`config.mk`:
```
export PLATFORM = sky130hd
export DESIGN_NAME = axis_upsize_buffer
export DESIGN_NICKNAME = d
export VERILOG_FILES = /design/src/rtl/axis_upsize_buffer.sv
export SDC_FILE = /design/constraint.sdc
export NUM_CORES = 1
export LEC_CHECK = 0
export CORE_MARGIN = 5
export CORE_UTILIZATION = 59
export CTS_BUF_LIST = sky130_fd_sc_hd__clkbuf_2
export DETAILED_ROUTE_END_ITERATION = 10
export DONT_BUFFER_PORTS = 1
export GPL_TIMING_DRIVEN = 1
export PLACE_DENSITY = 0.83
export SYNTH_ARGS = -nofsm -noshare
export SYNTH_HDL_FRONTEND = slang
export SYNTH_SLANG_ARGS = --single-unit
```
`constraint.sdc`:
```
create_clock -name clk -period 7.5 [get_ports clk]
set_clock_uncertainty 0.2 [all_clocks]
set_input_delay 1.875 -clock clk [delete_from_list [all_inputs] [get_ports clk]]
set_output_delay 1.875 -clock clk [all_outputs]
set_load 0.005 [all_outputs]
```
`src/rtl/axis_upsize_buffer.sv`:
```
// Packs narrow AXI-Stream beats into wide words (first beat most significant) and buffers
// them in a synchronous-read RAM drained through a registered output stage.
module axis_upsize_buffer #(
   parameter int unsigned W_IN  = 16,
   parameter int unsigned W_OUT = 96,
   parameter int unsigned DEPTH = 4
) (
   input  logic                                 clk,
   input  logic                                 rstn,
   input  logic                                 clken,
   input  logic                                 s_valid,
   output logic                                 s_ready,
   input  logic [W_IN-1:0]                      s_data,
   input  logic                                 s_last,
   output logic                                 m_valid,
   input  logic                                 m_ready,
   output logic [W_OUT-1:0]                     m_data,
   output logic                                 m_last,
   output logic [$clog2(W_OUT/W_IN+1)-1:0]      m_count
);

   localparam int unsigned K  = W_OUT / W_IN;
   localparam int unsigned CW = $clog2(K + 1);
   localparam int unsigned LW = $clog2(K);
   localparam int unsigned AW = (DEPTH > 1) ? $clog2(DEPTH) : 1;
   localparam int unsigned NW = $clog2(DEPTH + 1);
   localparam int unsigned EW = W_OUT + 1 + CW;

   typedef enum logic [1:0] {StEmpty, StFetch, StValid} state_e;

   state_e          state_q, state_d;
   logic [LW-1:0]   lane_q;
   logic [W_OUT-1:0] pack_q, pack_ins;
   logic [AW-1:0]   wr_ptr_q, rd_ptr_q;
   logic [NW-1:0]   count_q;
   logic            s_fire, close, rd_en, load;
   logic [EW-1:0]   wr_word, ram_q;
   logic [EW-1:0]   mem [DEPTH];

   function automatic logic [AW-1:0] ptr_inc(input logic [AW-1:0] p);
      return (p == AW'(DEPTH - 1)) ? '0 : p + AW'(1);
   endfunction

   // Ready depends only on registered occupancy, never on the output side.
   assign s_ready = clken && (count_q != NW'(DEPTH));
   assign s_fire  = s_valid && s_ready;
   assign close   = s_fire && (s_last || (lane_q == LW'(K - 1)));

   always_comb begin
      pack_ins = pack_q;
      for (int j = 0; j < K; j++) begin
         if (lane_q == LW'(j)) pack_ins[W_OUT-1-j*W_IN -: W_IN] = s_data;
      end
   end

   assign wr_word = {pack_ins, s_last, CW'(lane_q) + CW'(1)};

   always_ff @(posedge clk or negedge rstn) begin
      if (!rstn) begin
         lane_q <= '0;
         pack_q <= '0;
      end else if (s_fire) begin
         if (close) begin
            lane_q <= '0;
            pack_q <= '0;
         end else begin
            lane_q <= lane_q + LW'(1);
            pack_q <= pack_ins;
         end
      end
   end

   always_ff @(posedge clk or negedge rstn) begin
      if (!rstn) begin
         wr_ptr_q <= '0;
         rd_ptr_q <= '0;
         count_q  <= '0;
      end else begin
         if (close) wr_ptr_q <= ptr_inc(wr_ptr_q);
         if (rd_en) rd_ptr_q <= ptr_inc(rd_ptr_q);
         count_q <= count_q + NW'(close) - NW'(rd_en);
      end
   end

   // Storage RAM: no reset so it maps onto block RAM.
   always_ff @(posedge clk) begin
      if (clken) begin
         if (close) mem[wr_ptr_q] <= wr_word;
         if (rd_en) ram_q <= mem[rd_ptr_q];
      end
   end

   always_ff @(posedge clk or negedge rstn) begin
      if (!rstn) state_q <= StEmpty;
      else       state_q <= state_d;
   end

   always_comb begin
      state_d = state_q;
      unique case (state_q)
         StEmpty: if (clken && (count_q != '0)) state_d = StFetch;
         StFetch: if (clken) state_d = StValid;
         StValid: begin
            if (clken && m_ready) state_d = (count_q != '0) ? StFetch : StEmpty;
         end
         default: state_d = StEmpty;
      endcase
   end

   always_comb begin
      rd_en   = clken && (count_q != '0) &&
                ((state_q == StEmpty) || ((state_q == StValid) && m_ready));
      load    = clken && (state_q == StFetch);
      m_valid = (state_q == StValid);
   end

   always_ff @(posedge clk or negedge rstn) begin
      if (!rstn) begin
         m_data  <= '0;
         m_last  <= 1'b0;
         m_count <= '0;
      end else if (load) begin
         {m_data, m_last, m_count} <= ram_q;
      end
   end

endmodule

```
==> results of run 1 <==
-- cell type report --
class	instances	area [sq um]
diodes	6	15.0
clock buffers	260	1300
clock inverters	50	319
fillers	3018	16200
inverters	9	33.8
multi-input cells	536	6080
flip-flops and latches	708	20200
well taps	600	751
repair buffers	16	140
-- state kept, by name, indices dropped and copies added (netlist names), 2 cells and up --
name,cells
state_q,2
m_count,3
wr_ptr_q,2
lane_q,3
ram_q,100
pack_q,96
count_q,3
m_data,96
mem,400
rd_ptr_q,2
-- kinds of logic (layout without fill, tap and decap cells) --
group,after synthesis,count (layout),share of synthesized area
compound gates,122,122,0.0351
xor+xnor,3,3,0.000983
simple gates,115,115,0.0231
mux,284,284,0.162
buf+inv,95,335,0.0164
other cells,0,6,0
fa+ha+maj,12,12,0.00590
flops,708,708,0.757
-- power by group through the flow --
stage	sequential (mW)	combinational [mW]	clock, mW
4_1_cts	5.91	2.39	2.61
5_1_grt	5.99	2.57	2.84
2_1_floorplan	5.69	1.95	0
3_3_place_gp	5.96	2.25	0
3_5_place_dp	5.99	2.35	0
6_report	5.88	2.36	2.53
-- per-stage QoR --
| stage | std cells | instance area, sq um | worst slack (ns) | hold slack [ns] | utilization |
|---|---|---|---|---|---|
| after global placement | 1868 | 27200 | 2.66 | 0.260 | 0.603 |
| final | 2185 | 28900 | 2.63 | 0.260 | 0.640 |
| after floorplan | 1339 | 26700 | 0.779 | 0.255 | - |
| after CTS | 2179 | 28900 | 2.45 | 0.261 | 0.640 |
| after detailed placement | 1868 | 27200 | 2.60 | 0.264 | 0.603 |
| after global routing | 2180 | 28900 | 2.41 | 0.286 | 0.640 |
-- final timing paths --
kind | to | from
max | s_ready | count_q[1]
min | m_data[57] | ram_q[61]
max reg2reg | mem[1][83] | lane_q[1]
min reg2reg | m_data[57] | ram_q[61]
max in group asynchronous | count_q[2] | rstn
min in group asynchronous | m_data[57] | rstn
-- worst max-delay path, stage by stage (launching register included) --
cell	delay, ns
dfrtp_1	0.48
or3b_1	0.74
and2_1	0.32
-- placed cells by master, fill, tap and decap left out, types with 2 or more instances in the layout --
cell type   synthesis  routed
edfxtp_1          500     500
a22o_1             48      48
inv_1               9       9
o2bb2ai_1          16      16
mux4_2            100     100
clkinvlp_4          0       3
diode_2             0       6
mux2_2            184     184
a32oi_1            16      16
nand2_1            71      71
dfrtp_1           208     206
buf_4               9      15
ha_1               11      11
nor4_4              3       3
clkinv_2            0       4
nor2b_1            20      20
clkbuf_2            1     260
clkinv_1            0      35
xnor2_1             2       2
and2_4              0       4
nand2b_1            2       2
dfrtp_4             0       2
o21ai_0            35      35
a21o_1              2       2
bufinv_16           0       4
a211o_1             2       2
nor2_1              2       2
inv_2               0       2
-- metal layers --
layer,share of wire,wire length [um]
met5,0,0
met3,0.077,3970
met1,0.41,20800
met2,0.50,25500
met4,0.019,974
-- what timing repair did --
action | CTS | global route
buffers inserted | 0 | 0
hold buffers | 1 | 0
endpoints found under the hold margin | 208 | 0
==> qor.yml, run 1 <==
sta:
  fin_setup_tns_ns: 0
  slew_headroom: 0.257
  timing.fmax_mhz: 205
  final-hold-violation-count: 0
  rsz0062_at_grt: "false"
  period_minus_slack_ns: 4.87
  worstMarginPinSlew_ns: 1.11
  final-max-slew-violation-count: 0
  period_share: 0.650
  setup_viol: 0
synthesis:
  synthesis.area_sq_mm: 0.0267
  synth.most_common_cell: "edfxtp_1"
  synth_enable_flop_cells: 500
  postSynthCellCount: 1339
  ys.flop_type: "edfxtp_1"
  synth.avg_cell_area_sq_um: 20.0
  ys_types: 42
  synth-seq-cells: 708
  ys_warn_count: 0
  ys_seq_area_frac: 0.757
  yosysTopAreaCellShare: 0.562
  synthTopCellsByCount: "edfxtp_1 (500), dfrtp_1 (208), mux2_2 (184)"
  synth_top_cell_by_area: "edfxtp_1"
  synthArstFlopShare: 0.294
  syn-num-nets: 1373
  synth_area_leaders: "edfxtp_1 (56%), dfrtp_1 (19%), mux4_2 (8.4%), mux2_2 (7.8%), a22o_1 (1.6%)"
critical_path:
  crit_type: "reg2out"
  critPathLaunchType: "flop"
  reg2regPathDepth: 7
  worstPathMaxFanout: 18
  required_ns: 5.43
  arrival_ns: 2.80
  cp-end-kind: "output pin"
  r2r_slack_ns: 3.92
grt:
  busiest_layer: "met2"
  grt_start_max_net_pins: 209
  use_met2: 0.337
  use_met3: 0.0642
  antenna_found_initial: 1
  first_global_vias: 13709
  met1_usage: 0.285
  grt_usage: 0.213
  grt_pass1_wl_um: 80200
  globalRoute.totalOverflow: 0
floorplanning:
  die_h_um: 223
  initial_core_util: 0.593
  dieArea_sq_mm: 0.0496
  rows: 78
  num_io_pins: 124
  die_w_um: 223
  core_sq_mm: 0.0451
pwr:
  cellPowerDensity_mw_per_mm2: 373
  power.switching_mw: 3.24
  leakage_nw: 10.8
  p_int_mw: 7.53
  vdd_drop_max_mv: 0.206
  power.total_mw: 10.8
  power_frac_comb: 0.219
  seq_power_share: 0.546
  switching_share: 0.301
  clock_power_share: 0.235
routing:
  drt-initial-drc-count: 1162
  drtAntennaViolNets: 0
  firstDrtPassIters: 5
  wire_per_inst_um: 23.5
  vias: 12821
  drc: 0
  drt-vias-per-instance: 5.87
  routed_wl_um: 51300
cts:
  cts_buffer_depth: 3
  cts_made_buffers: 166
  cts_sinks: 708
  clkTransAtPathRegs_ns: 0.11
  root_buffer: "clkbuf_2"
  cts_resized: 0
  clkLatencyLatePin_ns: 1.29
  h-tree-depth: 4
  cts_tree: "done"
outcome:
  status: "finished clean"
layout:
  drive_above_1_share: 0.374
  area_growth_syn_to_layout_pct: 8.03
  nets: 1471
hold_path:
  hold_path_depth: 1
  hold_class: "reg2reg"
place:
  dpl.hpwl_um: 29500
  gp_congestion: 0.760
  io_buffers: 0
run:
  maxCapViolations: 0
No activity file was read; power rests on OpenSTA's default activity.
==> run 2: changes to the inputs <==
--- a/config.mk
+++ b/config.mk
@@ -6,12 +6,12 @@
 export NUM_CORES = 1
 export LEC_CHECK = 0
 export CORE_MARGIN = 5
-export CORE_UTILIZATION = 59
+export CORE_UTILIZATION = 60
 export CTS_BUF_LIST = sky130_fd_sc_hd__clkbuf_2
 export DETAILED_ROUTE_END_ITERATION = 10
 export DONT_BUFFER_PORTS = 1
 export GPL_TIMING_DRIVEN = 1
-export PLACE_DENSITY = 0.83
+export PLACE_DENSITY = 0.81
 export SYNTH_ARGS = -nofsm -noshare
 export SYNTH_HDL_FRONTEND = slang
 export SYNTH_SLANG_ARGS = --single-unit
==> constraint.sdc (replaced) <==
create_clock -name clk -period 4.92 [get_ports clk]
set_clock_uncertainty 0.2 [all_clocks]
set_input_delay 1.23 -clock clk [delete_from_list [all_inputs] [get_ports clk]]
set_output_delay 1.23 -clock clk [all_outputs]
set_load 0.005 [all_outputs]
==> qor.yml, run 2 (synthesis gave the netlist of run 1 again) <==
outcome:
  status: "finished with violations"
  violations: "hold timing"
cts:
  clkTransAtPathRegs_ns: 0.13
  cts_setup_buffers: 0
  h-tree-depth: 4
  cts_tree: "done"
  ctsHoldBuffers: 19
  cts_made_buffers: 167
  cts_buffer_depth: 3
  cts_sinks: 708
  cts_resized: 0
  root_buffer: "clkbuf_2"
  clkLatencyLatePin_ns: 1.17
critical_path:
  crit_type: "reg2out"
  slowest_stage: "or3b_1"
  critPathLaunchType: "flop"
  arrival_ns: 2.70
  worstPathMaxFanout: 18
  path_cells: "or3b_1 > and2_1"
  cp-end-kind: "output pin"
  required_ns: 3.49
  cpPeakStageDelay_ns: 0.72
sta:
  holdWs_ns: -0.408
  period_share: 0.838
  timing.fmax_mhz: 242
  rsz0062_at_grt: "false"
  worstMarginPinSlew_ns: 1.11
  slew_headroom: 0.257
  setup_viol: 0
  final-max-slew-violation-count: 0
  period_minus_slack_ns: 4.13
  final-hold-violation-count: 208
pwr:
  leakage_nw: 10.9
  power.total_mw: 16.4
  cellPowerDensity_mw_per_mm2: 565
  vdd_drop_max_mv: 0.283
floorplanning:
  initial_core_util: 0.606
  die_h_um: 221
  num_io_pins: 124
  dieArea_sq_mm: 0.0489
  core_sq_mm: 0.0441
  rows: 77
  die_w_um: 221
routing:
  drc: 0
  drt-vias-per-instance: 6.05
  drtAntennaViolNets: 0
  vias: 13302
  wire_per_inst_um: 25.1
  drt-initial-drc-count: 1334
  firstDrtPassIters: 5
  routed_wl_um: 55100
layout:
  area_growth_syn_to_layout_pct: 8.97
  regMostFlops: "mem"
  nFillCells: 2967
  nets: 1494
  register_area_sq_mm: 0.0202
  drive_above_1_share: 0.374
  final_common_cell: "edfxtp_1"
  largest_reg_flops: 400
  fin_area_sq_mm: 0.0291
  final_cell_mix: "edfxtp_1 (500), clkbuf_2 (262), dfrtp_1 (206)"
  multi_input_area_sq_mm: 0.00609
  reg_top3: "mem x400, ram_q x100"
hold_path:
  hold_class: "in2async"
grt:
  first_global_vias: 14277
  globalRoute.totalOverflow: 0
  grt_pass1_wl_um: 85900
  grt_start_max_net_pins: 209
  antenna_found_initial: 2
  grt_usage: 0.230
run:
  maxCapViolations: 0
place:
  dpl.hpwl_um: 30200
  gp_congestion: 0.773
  post_dp_cell_area_sq_mm: 0.0273
  io_buffers: 0
run 2: cell types whose count changed in the layout (fill, tap and decap cells not counted), moves of 2 or more:
cell / change
clkinv_4: +5
clkbuf_2: +2
dlygate4sd3_1: +19
buf_12: +5
clkinv_2: -2
diode_2: -5
run 2: worst paths after layout:
path	from	endpoint	slack (ns)	cells past startpoint
max in group asynchronous	rstn	pack_q[43]	4.56	0
hold / removal	rstn	pack_q[33]	-0.41	0
setup / recovery	count_q[1]	s_ready	0.79	2
hold reg to reg	ram_q[14]	m_data[10]	0.23	1
min in group clk	s_data[2]	pack_q[66]	0.12	2
setup reg to reg	lane_q[1]	mem[0][66]	1.73	6
run 2: routing by layer:
layer / up-vias / track usage / routed length [um]
li1: 5638 / - / -
met1: 6877 / 0.297 / 20700
met2: 661 / 0.363 / 27400
met3: 126 / 0.0713 / 4960
met4: 0 / 0.104 / 2100
met5: - / 0 / 0
run 2: layout make-up:
class	instances	share of cell area
Multi-Input combinational cell	536	0.209
Tap cell	592	0.0254
Timing Repair Buffer	38	0.0136
Inverter	9	0.00116
Clock buffer	262	0.0450
Clock inverter	52	0.0110
Antenna cell	1	0.0000859
Sequential cell	708	0.695
run 2: through the flow:
| step | std cells | hold WS, ns | setup TNS [ns] | setup slack (ns) | utilization |
|---|---|---|---|---|---|
| 2_1_floorplan | 1339 | 0.255 | -47.43 | -1.07 | - |
| 3_3_place_gp | 1864 | 0.260 | 0 | 1.22 | 0.619 |
| 3_5_place_dp | 1864 | 0.264 | 0 | 1.14 | 0.619 |
| 4_1_cts | 2197 | -0.577 | 0 | 0.668 | 0.660 |
| 5_1_grt | 2198 | -0.527 | 0 | 0.646 | 0.660 |
| 6_report | 2198 | -0.408 | 0 | 0.795 | 0.660 |
run 2: worst max-delay path: cells and delay by family (launching register included):
| family | cells | cell delay [ns] |
|---|---|---|
| flops | 1 | 0.49 |
| simple gates | 2 | 1.10 |
run 2: power by group:
part / internal (mW) / switching, mW
clock network: 1.58 / 2.25
logic: 1.78 / 1.87
registers: 8.10 / 0.849
